[src/rtl/pulse_gen_array.sv]
// Multi-channel push-button conditioner: 2-flop synchroniser, debounce window,
// single-cycle edge pulse and optional auto-repeat while a channel is held.
module pulse_gen_array #(
  parameter int CH            = 4,
  parameter int DB_CYCLES     = 4,
  parameter int EDGE_MODE     = 0,
  parameter int REPEAT_EN     = 0,
  parameter int REPEAT_DELAY  = 8,
  parameter int REPEAT_PERIOD = 4
) (
  input  logic          clk,
  input  logic          rst,
  input  logic [CH-1:0] in_trig,
  output logic [CH-1:0] out_pulse,
  output logic [CH-1:0] level,
  output logic [CH-1:0] repeat_active
);

  localparam int CNT_W   = $clog2(DB_CYCLES) + 1;
  localparam int RPT_MAX = (REPEAT_DELAY > REPEAT_PERIOD) ? REPEAT_DELAY : REPEAT_PERIOD;
  localparam int RCNT_W  = $clog2(RPT_MAX + 1);
  // Auto-repeat only makes sense when presses (rising edges) produce pulses.
  localparam bit RPT_ON  = (REPEAT_EN != 0) && (EDGE_MODE != 1);

  typedef enum logic [1:0] {
    ST_IDLE   = 2'd0,
    ST_DELAY  = 2'd1,
    ST_REPEAT = 2'd2
  } rpt_state_t;

  for (genvar gi = 0; gi < CH; gi++) begin : g_ch
    logic             s1_reg;
    logic             s2_reg;
    logic             lvl_reg;
    logic             lvl_next;
    logic             lvl_d_reg;
    logic [CNT_W-1:0] cnt_reg;
    logic [CNT_W-1:0] cnt_next;
    logic             rise;
    logic             fall;
    logic             sel;
    logic             rep_tick;
    logic             rpt_act;
    logic             pulse_reg;
    rpt_state_t       state_reg;
    rpt_state_t       state_next;
    logic [RCNT_W-1:0] rcnt_reg;
    logic [RCNT_W-1:0] rcnt_next;

    always_ff @(posedge clk or posedge rst) begin
      if (rst) begin
        s1_reg <= 1'b0;
        s2_reg <= 1'b0;
      end else begin
        s1_reg <= in_trig[gi];
        s2_reg <= s1_reg;
      end
    end

    // A level change is accepted only after DB_CYCLES consecutive differing samples.
    always_comb begin
      lvl_next = lvl_reg;
      cnt_next = cnt_reg;
      if (s2_reg == lvl_reg) begin
        cnt_next = '0;
      end else if (cnt_reg == CNT_W'(DB_CYCLES - 1)) begin
        lvl_next = s2_reg;
        cnt_next = '0;
      end else begin
        cnt_next = cnt_reg + CNT_W'(1);
      end
    end

    always_ff @(posedge clk or posedge rst) begin
      if (rst) begin
        lvl_reg   <= 1'b0;
        lvl_d_reg <= 1'b0;
        cnt_reg   <= '0;
      end else begin
        lvl_reg   <= lvl_next;
        lvl_d_reg <= lvl_reg;
        cnt_reg   <= cnt_next;
      end
    end

    assign rise = lvl_reg & ~lvl_d_reg;
    assign fall = ~lvl_reg & lvl_d_reg;

    always_comb begin
      sel = 1'b0;
      case (EDGE_MODE)
        0:       sel = rise;
        1:       sel = fall;
        default: sel = rise | fall;
      endcase
    end

    always_ff @(posedge clk or posedge rst) begin
      if (rst) begin
        state_reg <= ST_IDLE;
        rcnt_reg  <= '0;
      end else begin
        state_reg <= state_next;
        rcnt_reg  <= rcnt_next;
      end
    end

    // Release (lvl low) always wins over a due repeat tick.
    always_comb begin
      state_next = state_reg;
      rcnt_next  = rcnt_reg;
      case (state_reg)
        ST_IDLE: begin
          if (RPT_ON && rise) begin
            state_next = ST_DELAY;
            rcnt_next  = RCNT_W'(1);
          end
        end
        ST_DELAY: begin
          if (!lvl_reg) begin
            state_next = ST_IDLE;
            rcnt_next  = '0;
          end else if (rcnt_reg == RCNT_W'(REPEAT_DELAY)) begin
            state_next = ST_REPEAT;
            rcnt_next  = RCNT_W'(1);
          end else begin
            rcnt_next = rcnt_reg + RCNT_W'(1);
          end
        end
        ST_REPEAT: begin
          if (!lvl_reg) begin
            state_next = ST_IDLE;
            rcnt_next  = '0;
          end else if (rcnt_reg == RCNT_W'(REPEAT_PERIOD)) begin
            rcnt_next = RCNT_W'(1);
          end else begin
            rcnt_next = rcnt_reg + RCNT_W'(1);
          end
        end
        default: begin
          state_next = ST_IDLE;
          rcnt_next  = '0;
        end
      endcase
    end

    always_comb begin
      rep_tick = 1'b0;
      rpt_act  = 1'b0;
      case (state_reg)
        ST_DELAY:  rep_tick = lvl_reg && (rcnt_reg == RCNT_W'(REPEAT_DELAY));
        ST_REPEAT: begin
          rep_tick = lvl_reg && (rcnt_reg == RCNT_W'(REPEAT_PERIOD));
          rpt_act  = 1'b1;
        end
        default: begin
          rep_tick = 1'b0;
          rpt_act  = 1'b0;
        end
      endcase
    end

    always_ff @(posedge clk or posedge rst) begin
      if (rst) begin
        pulse_reg <= 1'b0;
      end else begin
        pulse_reg <= sel | rep_tick;
      end
    end

    assign out_pulse[gi]     = pulse_reg;
    assign level[gi]         = lvl_reg;
    assign repeat_active[gi] = rpt_act;
  end

endmodule
[config.mk]
export PLATFORM = sky130hd
export DESIGN_NAME = pulse_gen_array
export DESIGN_NICKNAME = d
export VERILOG_FILES = /design/src/rtl/pulse_gen_array.sv
export SDC_FILE = /design/constraint.sdc
export NUM_CORES = 1
export LEC_CHECK = 0
export ABC_AREA = 1
export BUFFER_PORTS_ARGS = -buffer_cell sky130_fd_sc_hd__clkbuf_2
export CAP_MARGIN = 0
export CORE_MARGIN = 2
export CORE_UTILIZATION = 30
export DETAILED_ROUTE_END_ITERATION = 12
export HOLD_SLACK_MARGIN = 0.08
export PLACE_DENSITY_LB_ADDON = 0.08
export SLEW_MARGIN = 15
export SYNTH_ARGS = -nofsm -noshare
export SYNTH_HDL_FRONTEND = slang
export SYNTH_SLANG_ARGS = --single-unit
[constraint.sdc]
create_clock -name clk -period 1.25 [get_ports clk]
set_input_delay 0.125 -clock clk [delete_from_list [all_inputs] [get_ports clk]]
set_output_delay 0.125 -clock clk [all_outputs]
set_load 0.02 [all_outputs]
* Yosys cells after proc, flatten, opt, wreduce, memory -nomap -nowiden
Index checks and enable logic that the tools add are counted.
** Word-level totals
- Bits in registers :: 56
- Bits of input ports :: 6
- Output and inout port bits :: 12
- Word-level logic and storage cells :: 164
** Cells by class
- $add $sub $neg :: 8
- Equal/unequal tests :: 32
- Muxes and demuxes :: 52
- Bitwise gates (word level) :: 20
- Reductions and logical operators :: 20
** Operator list (number)
- $mux 4 :: 16
- $pmux 4 s3 :: 4
- $mux 2 :: 12
- $mux 3 :: 8
- $pmux 2 s3 :: 4
- $add 4x1->4 const B :: 4
- $eq 4x3->1 const B :: 4
- $eq 4x4->1 const B :: 4
- $add 3x1->3 const B :: 4
- $eq 3x2->1 const B :: 4
- $ne 3x3->1 const B :: 4
- $not 1->1 :: 12
- $reduce_and 3->1 :: 4
- $eq 2x1->1 const B :: 4
- $eq 2x2->1 const B :: 4
- $logic_and 1x1->1 :: 8
- $logic_not 2->1 :: 4
- $ne 2x2->1 const B :: 4
- $pmux 1 s2 :: 4
- $reduce_and 2->1 :: 4
- $and 1x1->1 :: 4
- $eq 1x1->1 :: 4
- $mux 1 :: 4
- $or 1x1->1 :: 4

* Depth between registers and ports, before layout
- Word-level depth :: 4
- Depth in mapped cells :: 4
- Mapped depth without buffers :: 4

* Worst setup path before layout
No wires, ideal clock.
- Path kind :: register to register
- From :: reg g_ch[1].cnt_reg[0]
- To :: reg g_ch[1].cnt_reg[0]
- Data arrival time :: 793 ps
- Path slack :: 386 ps
- Cell stages (with the launch flop) :: 5
- Path buffers :: 0
- Period minus slack after synthesis :: 864 ps
- Cells stage by stage :: dfrtp_1 > ha_1 > nand2_1 > nand2_1 > nor2_1
** On the way
- Word-level cells in the longest chain between the ends :: 3
- Elaborated cells on any way between the ends :: 4
- Classes of those cells :: add/sub (1); eq/ne (1); mux (2)
** RTL lines
- from (decl) :: line 37 : logic [CNT_W-1:0] cnt_reg;
- from (signal assigned) :: line 82 : cnt_reg <= cnt_next;
- $add 3x1->3 / $eq 3x2->1 (equally long branches) :: line 70, 66
- $mux 3 (*) :: line 66 : end else if (cnt_reg == CNT_W'(DB_CYCLES - 1)) begin
- $mux 3 (*) :: line 64 : if (s2_reg == lvl_reg) begin
- named net g_ch[1].cnt_next[0] :: line 38 : logic [CNT_W-1:0] cnt_next;
The timed path passes the listed nets; every way through them passes the cells marked *.
A chain may end at the register's enable or synchronous reset.

* Final worst setup path
- From :: reg g_ch[3].lvl_reg
- To :: out level[3]
** RTL lines
- from (decl) :: line 34 : logic lvl_reg;
- from (signal assigned) :: line 80 : lvl_reg <= lvl_next;
- to (decl) :: line 15 : output logic [CH-1:0] level,
No word-level cell between the ends.

==> impl_metrics.csv <==
group,metric,value,unit
grt,gr-total-overflow,0,
min_path,hold_class,"reg2reg",
critical_path,worst_setup_path_start_kind,"flip-flop",
critical_path,crit_path_end_kind,"output pin",
clock_network,cts_tree,"built",
logic_synthesis,synth_warnings,0,
sta,fin_crit,1.02,ns
critical_path,crit_family,"flip-flops",
sta,timing.final.ws_setup,0.230,ns
placement,hpwl,1160,microns
critical_path,crit_slowest_cell,"dfrtp_1",
power_and_ir_drop,p_leak,0.000778,uW
critical_path,worstPathRequired,1.12,ns
floorplanning,die_area,4700,sq um
floorplanning,rows,23,
finish,drive_above_1_share,0.181,
sta,fmax,0.981,GHz
drt,routedWlPerCell,8.60,microns
finish,n_antenna_cell,0,
finish,nFillCells,411,
sta,hold_viol,0,
run,drv_cap,0,
drt,drc,0,
clock_network,cts_resized,0,
clock_network,htree_levels,2,
logic_synthesis,synth_area,1250,sq um
critical_path,crit_type,"reg2out",
logic_synthesis,synth-seq-area-share,0.640,
clock_network,cts_buffers,5,
drt,dr.first_iter.drc_count,34,
critical_path,cp_max_fo,5,
grt,grt_max_degree,33,
placement,place_congestion,0.752,
floorplanning,die_w,68.6,microns
placement,pre_cts_slack,0.312,ns
floorplanning,start_util,0.313,
critical_path,max_stage_delay,0.43,ns
finish,largest_reg_flops,12,
clock_network,cts_root_buf,"clkbuf_8",
grt,first_global_vias,672,
sta,holdWs,0.347,ns
clock_network,clkTransAtPathRegs,0.06,ns
drt,drt_first_pass_iters,4,
clock_network,clkSinkCount,32,
drt,routed_wl,1670,microns
finish,syn_to_final_growth,15.7,%
status,status,"finished, final reports clean",
critical_path,arrival,0.89,ns
logic_synthesis,synth_cell_types,10,
clock_network,cts.path.max_buffers,2,
sta,setup_viol,0,
drt,vias,723,
sta,min_period_over_period,0.816,
sta,rsz0062_at_grt,"no",
drt,drtAntennaViolNets,0,
power_and_ir_drop,power_density,2110,nW/um^2
logic_synthesis,synth_seq_cells,32,
floorplanning,ioPinCount,18,
critical_path,rrSetupSlack,0.31,ns
logic_synthesis,syn_avg_cell_area,9.93,sq um
power_and_ir_drop,total_power,3060,uW
sta,finalSetupTns,0,ns
grt,antenna_found_initial,0,
grt,grt_use_total,0.0885,
logic_synthesis,synth_cells,126,
finish,finalNetCount,153,
grt,grt_pass1_wl,2890,microns
power_and_ir_drop,vdd_drop_max,745,uV
critical_path,crit_buf_inv,1,
floorplanning,core-area,4000,sq um
drt,viasPerCell,3.73,
floorplanning,die_height,68.6,microns
clock_network,clock_latency,0.27,ns
sta,drv_slew,0,
placement,place.port_buffers,13,
critical_path,crit_chain,"clkbuf_2",
sta,fin_worst_skew,0.00257,ns
-- cell families (layout without fill, tap and decap cells) --
kind of cell,after synthesis,after routing,share of synthesized area
buf+inv,34,49,0.138
other cells,1,4,0.00300
fa+ha+maj,4,4,0.0400
simple gates,55,55,0.179
flops,32,32,0.640
-- power by group --
| group | switching (uW) | leakage [uW] | internal (uW) | total [uW] |
|---|---|---|---|---|
| clock network | 336 | 0.0000455 | 448 | 784 |
| logic | 505 | 0.000328 | 294 | 798 |
| registers | 151 | 0.000405 | 1320 | 1470 |
| total | 991 | 0.000778 | 2060 | 3060 |
-- timing repair --
item	CTS	global route
hold endpoints to repair	36	0
setup buffers	0	0
hold buffers	5	0
-- worst paths after layout --
check | cells after the start | endpoint | start
worst min register to register | 0 | g_ch[3].s2_reg$_DFF_PP0_ | g_ch[3].s1_reg$_DFF_PP0_
worst min-delay path | 0 | g_ch[3].s2_reg$_DFF_PP0_ | g_ch[3].s1_reg$_DFF_PP0_
worst max register to register | 4 | g_ch[0].cnt_reg[1]$_DFF_PP0_ | g_ch[0].cnt_reg[0]$_DFF_PP0_
worst max-delay path | 1 | level[3] | g_ch[3].lvl_reg$_DFFE_PP0P_
min in group asynchronous | 4 | g_ch[0].cnt_reg[0]$_DFF_PP0_ | rst
max in group asynchronous | 4 | g_ch[2].lvl_reg$_DFFE_PP0P_ | rst
-- layout by cell type (no fill, tap or decap), drive strengths merged --
master       instances
inv                 22
dfrtp               32
conb                 4
buf                  1
nand3                4
clkbuf              21
ha                   4
nor2                16
dlygate4sd3          5
nand2               35
-- synthesized netlist by cell type --
library cell | n | share of area
conb_1 | 1 | 0.0030
inv_2 | 1 | 0.0030
buf_4 | 12 | 0.072
nor2_1 | 16 | 0.048
nand2_2 | 5 | 0.025
nand2_1 | 30 | 0.090
ha_1 | 4 | 0.040
nand3_1 | 4 | 0.016
dfrtp_1 | 32 | 0.64
inv_1 | 21 | 0.063
-- cell type report --
type	instances	area (sq um)	area share
sequential	32	801	0.553
multi-input combinational	63	289	0.200
timing repair buffer	19	123	0.0847
clock buffer	8	90.1	0.0622
inverter	22	82.6	0.0570
tap	50	62.6	0.0432
-- stage by stage --
step	area [sq um]	util	instances
after global routing	1450	0.362	194
after CTS	1450	0.362	194
after global placement	1310	0.327	181
final	1450	0.362	194
after detailed placement	1310	0.327	181
after floorplan	1260	-	129
-- routing by layer --
| metal | global-route usage | share of wire |
|---|---|---|
| met1 | 0.104 | 0.51 |
| met2 | 0.126 | 0.41 |
| met3 | 0.0487 | 0.057 |
| met4 | 0.0525 | 0.023 |
| met5 | 0 | 0 |
Note: power is estimated with default switching activity, not from simulation.
